==> src/rtl/pwm_duty_control.sv <==
`default_nettype none
// pwm_duty_control: three debounced buttons adjust a 4-bit PWM duty (up/down) and toggle its enable.
// Define PWM_DUTY_WRAP_EN to make the duty wrap at 0/15 instead of saturating. Rev 1.0
module pwm_duty_control #(
  parameter int         DEBOUNCE_CYCLES = 16,
  parameter logic [3:0] DUTY_RESET      = 4'd8
) (
  input  logic       clock,
  input  logic       i_reset_n,
  input  logic       i_btn_up,
  input  logic       i_btn_down,
  input  logic       i_btn_en,
  output logic [3:0] o_valor_pwm,
  output logic       o_enable,
  output logic       o_changed
);

  localparam int CNT_W = $clog2(DEBOUNCE_CYCLES + 1);
  // The sample that opens a check window is the first of the DEBOUNCE_CYCLES
  // consecutive samples, so the counter only needs to reach DEBOUNCE_CYCLES-2.
  localparam int LAST = (DEBOUNCE_CYCLES >= 2) ? DEBOUNCE_CYCLES - 2 : 0;
  localparam logic [CNT_W-1:0] CNT_LAST = CNT_W'(LAST);

  typedef enum logic [1:0] {
    IDLE     = 2'd0,
    CHECK_HI = 2'd1,
    PRESSED  = 2'd2,
    CHECK_LO = 2'd3
  } state_t;

  // Asynchronous assertion, release synchronized to clock.
  logic [1:0] rst_sync;
  logic       rst_n;

  always_ff @(posedge clock or negedge i_reset_n) begin
    if (!i_reset_n) rst_sync <= 2'b00;
    else            rst_sync <= {rst_sync[0], 1'b1};
  end

  assign rst_n = rst_sync[1];

  logic [2:0] btn_raw;
  logic [2:0] press;

  assign btn_raw = {i_btn_en, i_btn_down, i_btn_up};

  for (genvar b = 0; b < 3; b++) begin : g_btn
    logic [1:0]       sync;
    state_t           state, state_nx;
    logic [CNT_W-1:0] cnt, cnt_nx;
    logic             pulse, pulse_nx;

    always_ff @(posedge clock or negedge rst_n) begin
      if (!rst_n) begin
        sync  <= 2'b00;
        state <= IDLE;
        cnt   <= '0;
        pulse <= 1'b0;
      end else begin
        sync  <= {sync[0], btn_raw[b]};
        state <= state_nx;
        cnt   <= cnt_nx;
        pulse <= pulse_nx;
      end
    end

    always_comb begin
      state_nx = state;
      cnt_nx   = cnt;
      pulse_nx = 1'b0;
      case (state)
        IDLE: begin
          if (sync[1]) begin
            state_nx = CHECK_HI;
            cnt_nx   = '0;
          end
        end
        CHECK_HI: begin
          if (!sync[1]) begin
            state_nx = IDLE;
          end else if (cnt == CNT_LAST) begin
            state_nx = PRESSED;
            pulse_nx = 1'b1;
          end else begin
            cnt_nx = cnt + 1'b1;
          end
        end
        PRESSED: begin
          if (!sync[1]) begin
            state_nx = CHECK_LO;
            cnt_nx   = '0;
          end
        end
        CHECK_LO: begin
          if (sync[1]) begin
            state_nx = PRESSED;
          end else if (cnt == CNT_LAST) begin
            state_nx = IDLE;
          end else begin
            cnt_nx = cnt + 1'b1;
          end
        end
        default: state_nx = IDLE;
      endcase
    end

    assign press[b] = pulse;
  end

  logic [3:0] duty_nx;
  logic       duty_upd;

  // Simultaneous up and down presses cancel each other.
  always_comb begin
    duty_nx  = o_valor_pwm;
    duty_upd = 1'b0;
    if (press[0] && !press[1]) begin
`ifdef PWM_DUTY_WRAP_EN
      duty_nx  = o_valor_pwm + 4'd1;
      duty_upd = 1'b1;
`else
      if (o_valor_pwm != 4'hF) begin
        duty_nx  = o_valor_pwm + 4'd1;
        duty_upd = 1'b1;
      end
`endif
    end else if (press[1] && !press[0]) begin
`ifdef PWM_DUTY_WRAP_EN
      duty_nx  = o_valor_pwm - 4'd1;
      duty_upd = 1'b1;
`else
      if (o_valor_pwm != 4'h0) begin
        duty_nx  = o_valor_pwm - 4'd1;
        duty_upd = 1'b1;
      end
`endif
    end
  end

  always_ff @(posedge clock or negedge rst_n) begin
    if (!rst_n) begin
      o_valor_pwm <= DUTY_RESET;
      o_enable    <= 1'b0;
      o_changed   <= 1'b0;
    end else begin
      o_valor_pwm <= duty_nx;
      if (press[2]) o_enable <= ~o_enable;
      o_changed <= duty_upd | press[2];
    end
  end

endmodule
`default_nettype wire

==> config.mk <==
export PLATFORM = sky130hd
export DESIGN_NAME = pwm_duty_control
export DESIGN_NICKNAME = d
export VERILOG_FILES = /design/src/rtl/pwm_duty_control.sv
export SDC_FILE = /design/constraint.sdc
export NUM_CORES = 1
export LEC_CHECK = 0
export CAP_MARGIN = 5
export CORE_UTILIZATION = 35
export DETAILED_ROUTE_END_ITERATION = 6
export PLACE_DENSITY_LB_ADDON = 0.12
export SLEW_MARGIN = 20
export SYNTH_ARGS = -nofsm -noshare
export SYNTH_HDL_FRONTEND = slang
export SYNTH_SLANG_ARGS = --single-unit
export TNS_END_PERCENT = 1
==> constraint.sdc <==
create_clock -name clock -period 1.45 [get_ports clock]
set_clock_uncertainty 0.15 [all_clocks]
set_input_delay 0.435 -clock clock [delete_from_list [all_inputs] [get_ports clock]]
set_output_delay 0.435 -clock clock [all_outputs]
set_load 0.05 [all_outputs]
==> Yosys cells after proc, flatten, opt, wreduce, memory -nomap -nowiden <==
Index checks and enable logic that the tools add are counted.
{ "totals": {"register_bits": 38, "inputBits": 5} }
{ "op_classes": {"n_eq_ne": 32, "add_sub_neg": 5, "mux": 56, "n_reduce_logical": 17, "bitwise_logic": 2} }
{ "ops": {"columns": ["cell", "n"], "rows": [
  ["$mux W5", 15],
  ["$pmux W5 S4", 3],
  ["$mux W2", 18],
  ["$ne A2 B2 Y1 const B", 12],
  ["$pmux W2 S4", 3],
  ["$reduce_and A4 Y1", 6],
  ["$ne A3 B3 Y1 const B", 6],
  ["$mux W4", 4],
  ["$add A5 B1 Y5 const B", 3],
  ["$eq A5 B4 Y1 const B", 3],
  ["$mux W1", 13],
  ["$eq A2 B2 Y1 const B", 6],
  ["$eq A2 B1 Y1 const B", 3],
  ["$logic_not A2 Y1", 3],
  ["$add A4 B1 Y4 const B", 1],
  ["$ne A4 B4 Y1 const B", 1],
  ["$reduce_bool A2 Y1", 2],
  ["$reduce_bool A4 Y1", 1],
  ["$sub A4 B1 Y4 const B", 1],
  ["$reduce_and A3 Y1", 1],
  ["$logic_and A1 B1 Y1", 2],
  ["$logic_not A1 Y1", 2],
  ["$ne A2 B1 Y1 const B", 1],
  ["$not A1 Y1", 1],
  ["$or A1 B1 Y1", 1]
]} }

==> Logic depth before layout (Yosys ltp) <==
{ "logic_depth": {"ltp_word": 5, "ltp_mapped": 8, "ltp_nobuf": 8} }

==> Worst setup path before layout <==
OpenSTA, ideal clock, no wires.
{ "synth_path": {"path_type": "register to register", "from": "reg o_valor_pwm[1]", "to": "reg o_valor_pwm[3]", "stages_incl_launch_ff": 6, "path_slack_ns": -0.476, "arrival_time_ns": 1.700, "path_cell_list": "dfrtp_1 ha_1 a21o_1 a21oi_1 mux2i_1 xnor2_1"} }
{ "synth_via": {"elab_chain_len": 4, "elab_cells_between_ends": 11, "cone_classes": "add/sub: 2; eq/ne: 2; mux: 4; reduce/logical: 3"} }
{ "synth_lines": {"columns": ["item", "line_no", "text"], "rows": [
  ["start: declaration", "13", "output logic [3:0] o_valor_pwm,"],
  ["start signal: assignment", "146", "o_valor_pwm <= duty_nx;"],
  ["$sub A4 B1 Y4", "133", "duty_nx = o_valor_pwm - 4'd1;"],
  ["$mux W4", "132", "if (o_valor_pwm != 4'h0) begin"],
  ["$mux W4", "127", "end else if (press[1] && !press[0]) begin"],
  ["$mux W4", "117", "if (press[0] && !press[1]) begin"]
]} }
Several ways; a longest one is shown, not always the timed one. The select of a mux whose other input is x is not followed.
A chain may end at the register's enable or synchronous reset.

==> Worst setup path in the final report <==
{ "layout_path": {"from": "reg g_btn[0].pulse", "to": "reg o_valor_pwm[3]"} }
{ "layout_via": {"elab_chain_len": 4, "elab_cells_between_ends": 8, "cone_classes": "eq/ne: 1; mux: 1; reduce/logical: 6"} }
{ "layout_lines": {"columns": ["item", "line_no", "text"], "rows": [
  ["start: declaration", "51", "logic pulse, pulse_nx;"],
  ["start signal: assignment", "63", "pulse <= pulse_nx;"],
  ["$logic_not A1 Y1", "127", null],
  ["$logic_and A1 B1 Y1", "127", null],
  ["$reduce_bool A2 Y1 (no line)", null, null],
  ["$reduce_and A3 Y1 (no line)", null, null]
]} }
Several ways; a longest one is shown, not always the timed one.

==> out/qor.yml <==
outcome: "complete, but fails checks"
failed_checks: "negative setup slack"
hp-class: "flop to async pin"
ys_types: 41
cts.sinks: 38
drive_above_1_share: 0.3395
grt_max_degree: 24
start_util: 0.3686
fin_setup_tns_ps: -3235
netlist_instances: 161
required_ps: 1510
critPathLaunchType: "flop"
ir_drop_v: 0.0005365
drt-pass1-iter-count: 2
ys_ff_latch: 38
drt-initial-drc-count: 25
grt_use_total: 0.1448
overflow: 0
finalHoldViolations: 0
path_delay_family: "flip-flops"
drc: 0
die_h_um: 73.23
clockBufferDepth: 2
dpl.hpwl_um: 2371
cts_tree: "built"
cpMostUsedCell: "ha_4"
cp_num_buf_inv: 1
grt_pass1_vias: 1354
ys.flop_type: "dfrtp_1"
viasPerCell: 4.716
antenna_found_initial: 0
cts-root-buf: "clkbuf_8"
clk_latency_ps: 280
clkSlewWorstSetupHoldPaths_ps: 70
path_class: "flop to flop"
critical_path.endpoint_type: "flop"
ys_warn_count: 0
synth_nets: 177
cp_cell_sequence: "ha_4, inv_4, ha_4, a21o_1, a21oi_2, mux2i_1, xnor2_1"
cpPeakStageDelay_ps: 410
ctsHoldBuffers: 0
pwr_density_cell_mw_per_mm2: 918.4
period_needed_ps: 1741
coreArea_mm2: 0.004817
async_flop_share: 1.000
ant_nets: 0
area_growth_pct: 40.24
syn_area_per_cell_um2: 11.03
drv_slew: 0
wirelength_um: 3244
setup_violations: 25
arrival_ps: 1810
fp-row-count: 25
final_cell_mix: "dfrtp_1, buf_4, nand2_1"
cellLeakagePower_uw: 0.001152
netlist_area_mm2: 0.001775
cp_max_fo: 5
grt_setup_unrepaired: "yes"
numCtsBuffers: 5
gp_congestion: 0.7988
slowest_stage: "dfrtp_1"
final_common_cell: "dfrtp_1"
post-route-period-util: 1.201
fill_cells: 466
grt_pass1_wl_um: 5920
io_pins: 11
die_w_um: 73.23
drv_cap: 0
setup_ws_ps: -291.4
die_area_mm2: 0.005362
vias: 1330
wl_per_cell_um: 11.50
synth-edff-count: 0
hold-worst-slack_ps: 40.43
io_buffers: 10
seq_area_frac_synth: 0.5363
antenna-diode-count: 0
clock.fmax_mhz: 574.3
cts_max_level: 2
nNetsFinal: 230
==> what timing repair did <==
| item | in CTS | in global routing |
|---|---|---|
| buffers inserted | 1 | 0 |
| pin swaps | 2 | 0 |
| endpoints found under the setup margin | 28 | 35 |
| resized for setup | 14 | 1 |
==> final timing paths <==
kind	from	endpoint	slack, ps	cells past startpoint
max in group asynchronous	rst_sync[1]	o_valor_pwm[3]	770	1
min reg2reg	rst_sync[1]	g_btn[2].cnt[1]	40	1
min in group clock	g_btn[0].sync[0]	g_btn[0].sync[1]	200	0
max reg2reg	g_btn[0].pulse	o_valor_pwm[3]	-290	7
min	rst_sync[1]	g_btn[2].cnt[1]	40	1
max	g_btn[0].pulse	o_valor_pwm[3]	-290	7
==> power by group <==
part / internal [uW] / switching [uW] / leakage (uW)
sequential: 1140 / 65.4 / 0.000490
clock: 384 / 355 / 0.0000482
combinational: 187 / 160 / 0.000613
total: 1710 / 580 / 0.00115
==> worst reg2reg max path, delay by kind of cell (launching register included) <==
family | cells | cell delay, ps
multiplexers | 1 | 240
buffers and inverters | 1 | 80
adder cells (fa/ha/maj) | 2 | 370
AO/OA/AOI/OAI | 2 | 290
XOR/XNOR | 1 | 140
flip-flops | 1 | 410
==> synth_stat cells (all sizes together) (2+ instances only) <==
master   n  area share
nor2     6       0.013
mux2     4       0.025
or4b     2       0.011
nor3     2      0.0056
and4b    2       0.011
xnor2    3       0.015
nand2   18       0.038
nand3   10       0.028
ha      10       0.070
nor3b    4       0.017
a21oi    9       0.025
nor4     4       0.018
o21ai   11       0.033
xor2     5       0.025
mux2i    2       0.011
nand4    2      0.0070
inv     11       0.023
dfrtp   37        0.52
==> routing by layer <==
| layer | vias up | routed length [um] | track usage |
|---|---|---|---|
| met5 | - | 0 | 0 |
| met4 | 0 | 47 | 0.07190 |
| met3 | 4 | 73 | 0.03315 |
| met2 | 12 | 1574 | 0.2418 |
| met1 | 641 | 1549 | 0.1749 |
| li1 | 673 | - | - |
==> logic make-up (layout without fill, tap and decap cells) <==
group                    count (synthesis)  after routing  synth area share
XOR/XNOR                                 8              8           0.03947
multiplexers                             6              6           0.03664
flip-flops                              38             38            0.5363
buffers and inverters                   13             67           0.03171
AO/OA/AOI/OAI                           29             29            0.1029
other                                    1              1          0.002112
AND/OR/NAND/NOR                         55             55            0.1691
adder cells (fa/ha/maj)                 11             11           0.08175
==> registers in the layout, summed over array words and instances (netlist names), named ones only <==
name,count
o_enable,1
g_btn.cnt,15
o_changed,1
g_btn.state,3
o_valor_pwm,4
rst_sync,2
g_btn.sync,6
g_btn.pulse,3
==> per-stage QoR <==
step                      cells  power [uW]    util  worst slack (ps)  instance area (um^2)
after floorplan             161        1380       -            -237.1                  1828
after global placement      273        1538  0.4847            -243.4                  2335
after detailed placement    273        1556  0.4847            -291.6                  2335
after CTS                   282        2333  0.5153            -309.6                  2482
after global routing        282        2417  0.5169            -429.0                  2490
final                       282        2287  0.5169            -291.4                  2490
==> layout make-up <==
type / count / area (um^2) / area share
Multi-Input combinational cell: 110 / 844.6 / 0.3392
Inverter: 11 / 43.79 / 0.01759
Tap cell: 67 / 83.83 / 0.03367
Clock buffer: 7 / 86.33 / 0.03467
Sequential cell: 38 / 962.2 / 0.3864
Clock inverter: 1 / 5.005 / 0.002010
Timing Repair Buffer: 48 / 464.2 / 0.1864
(Power assumes the default switching activity.)
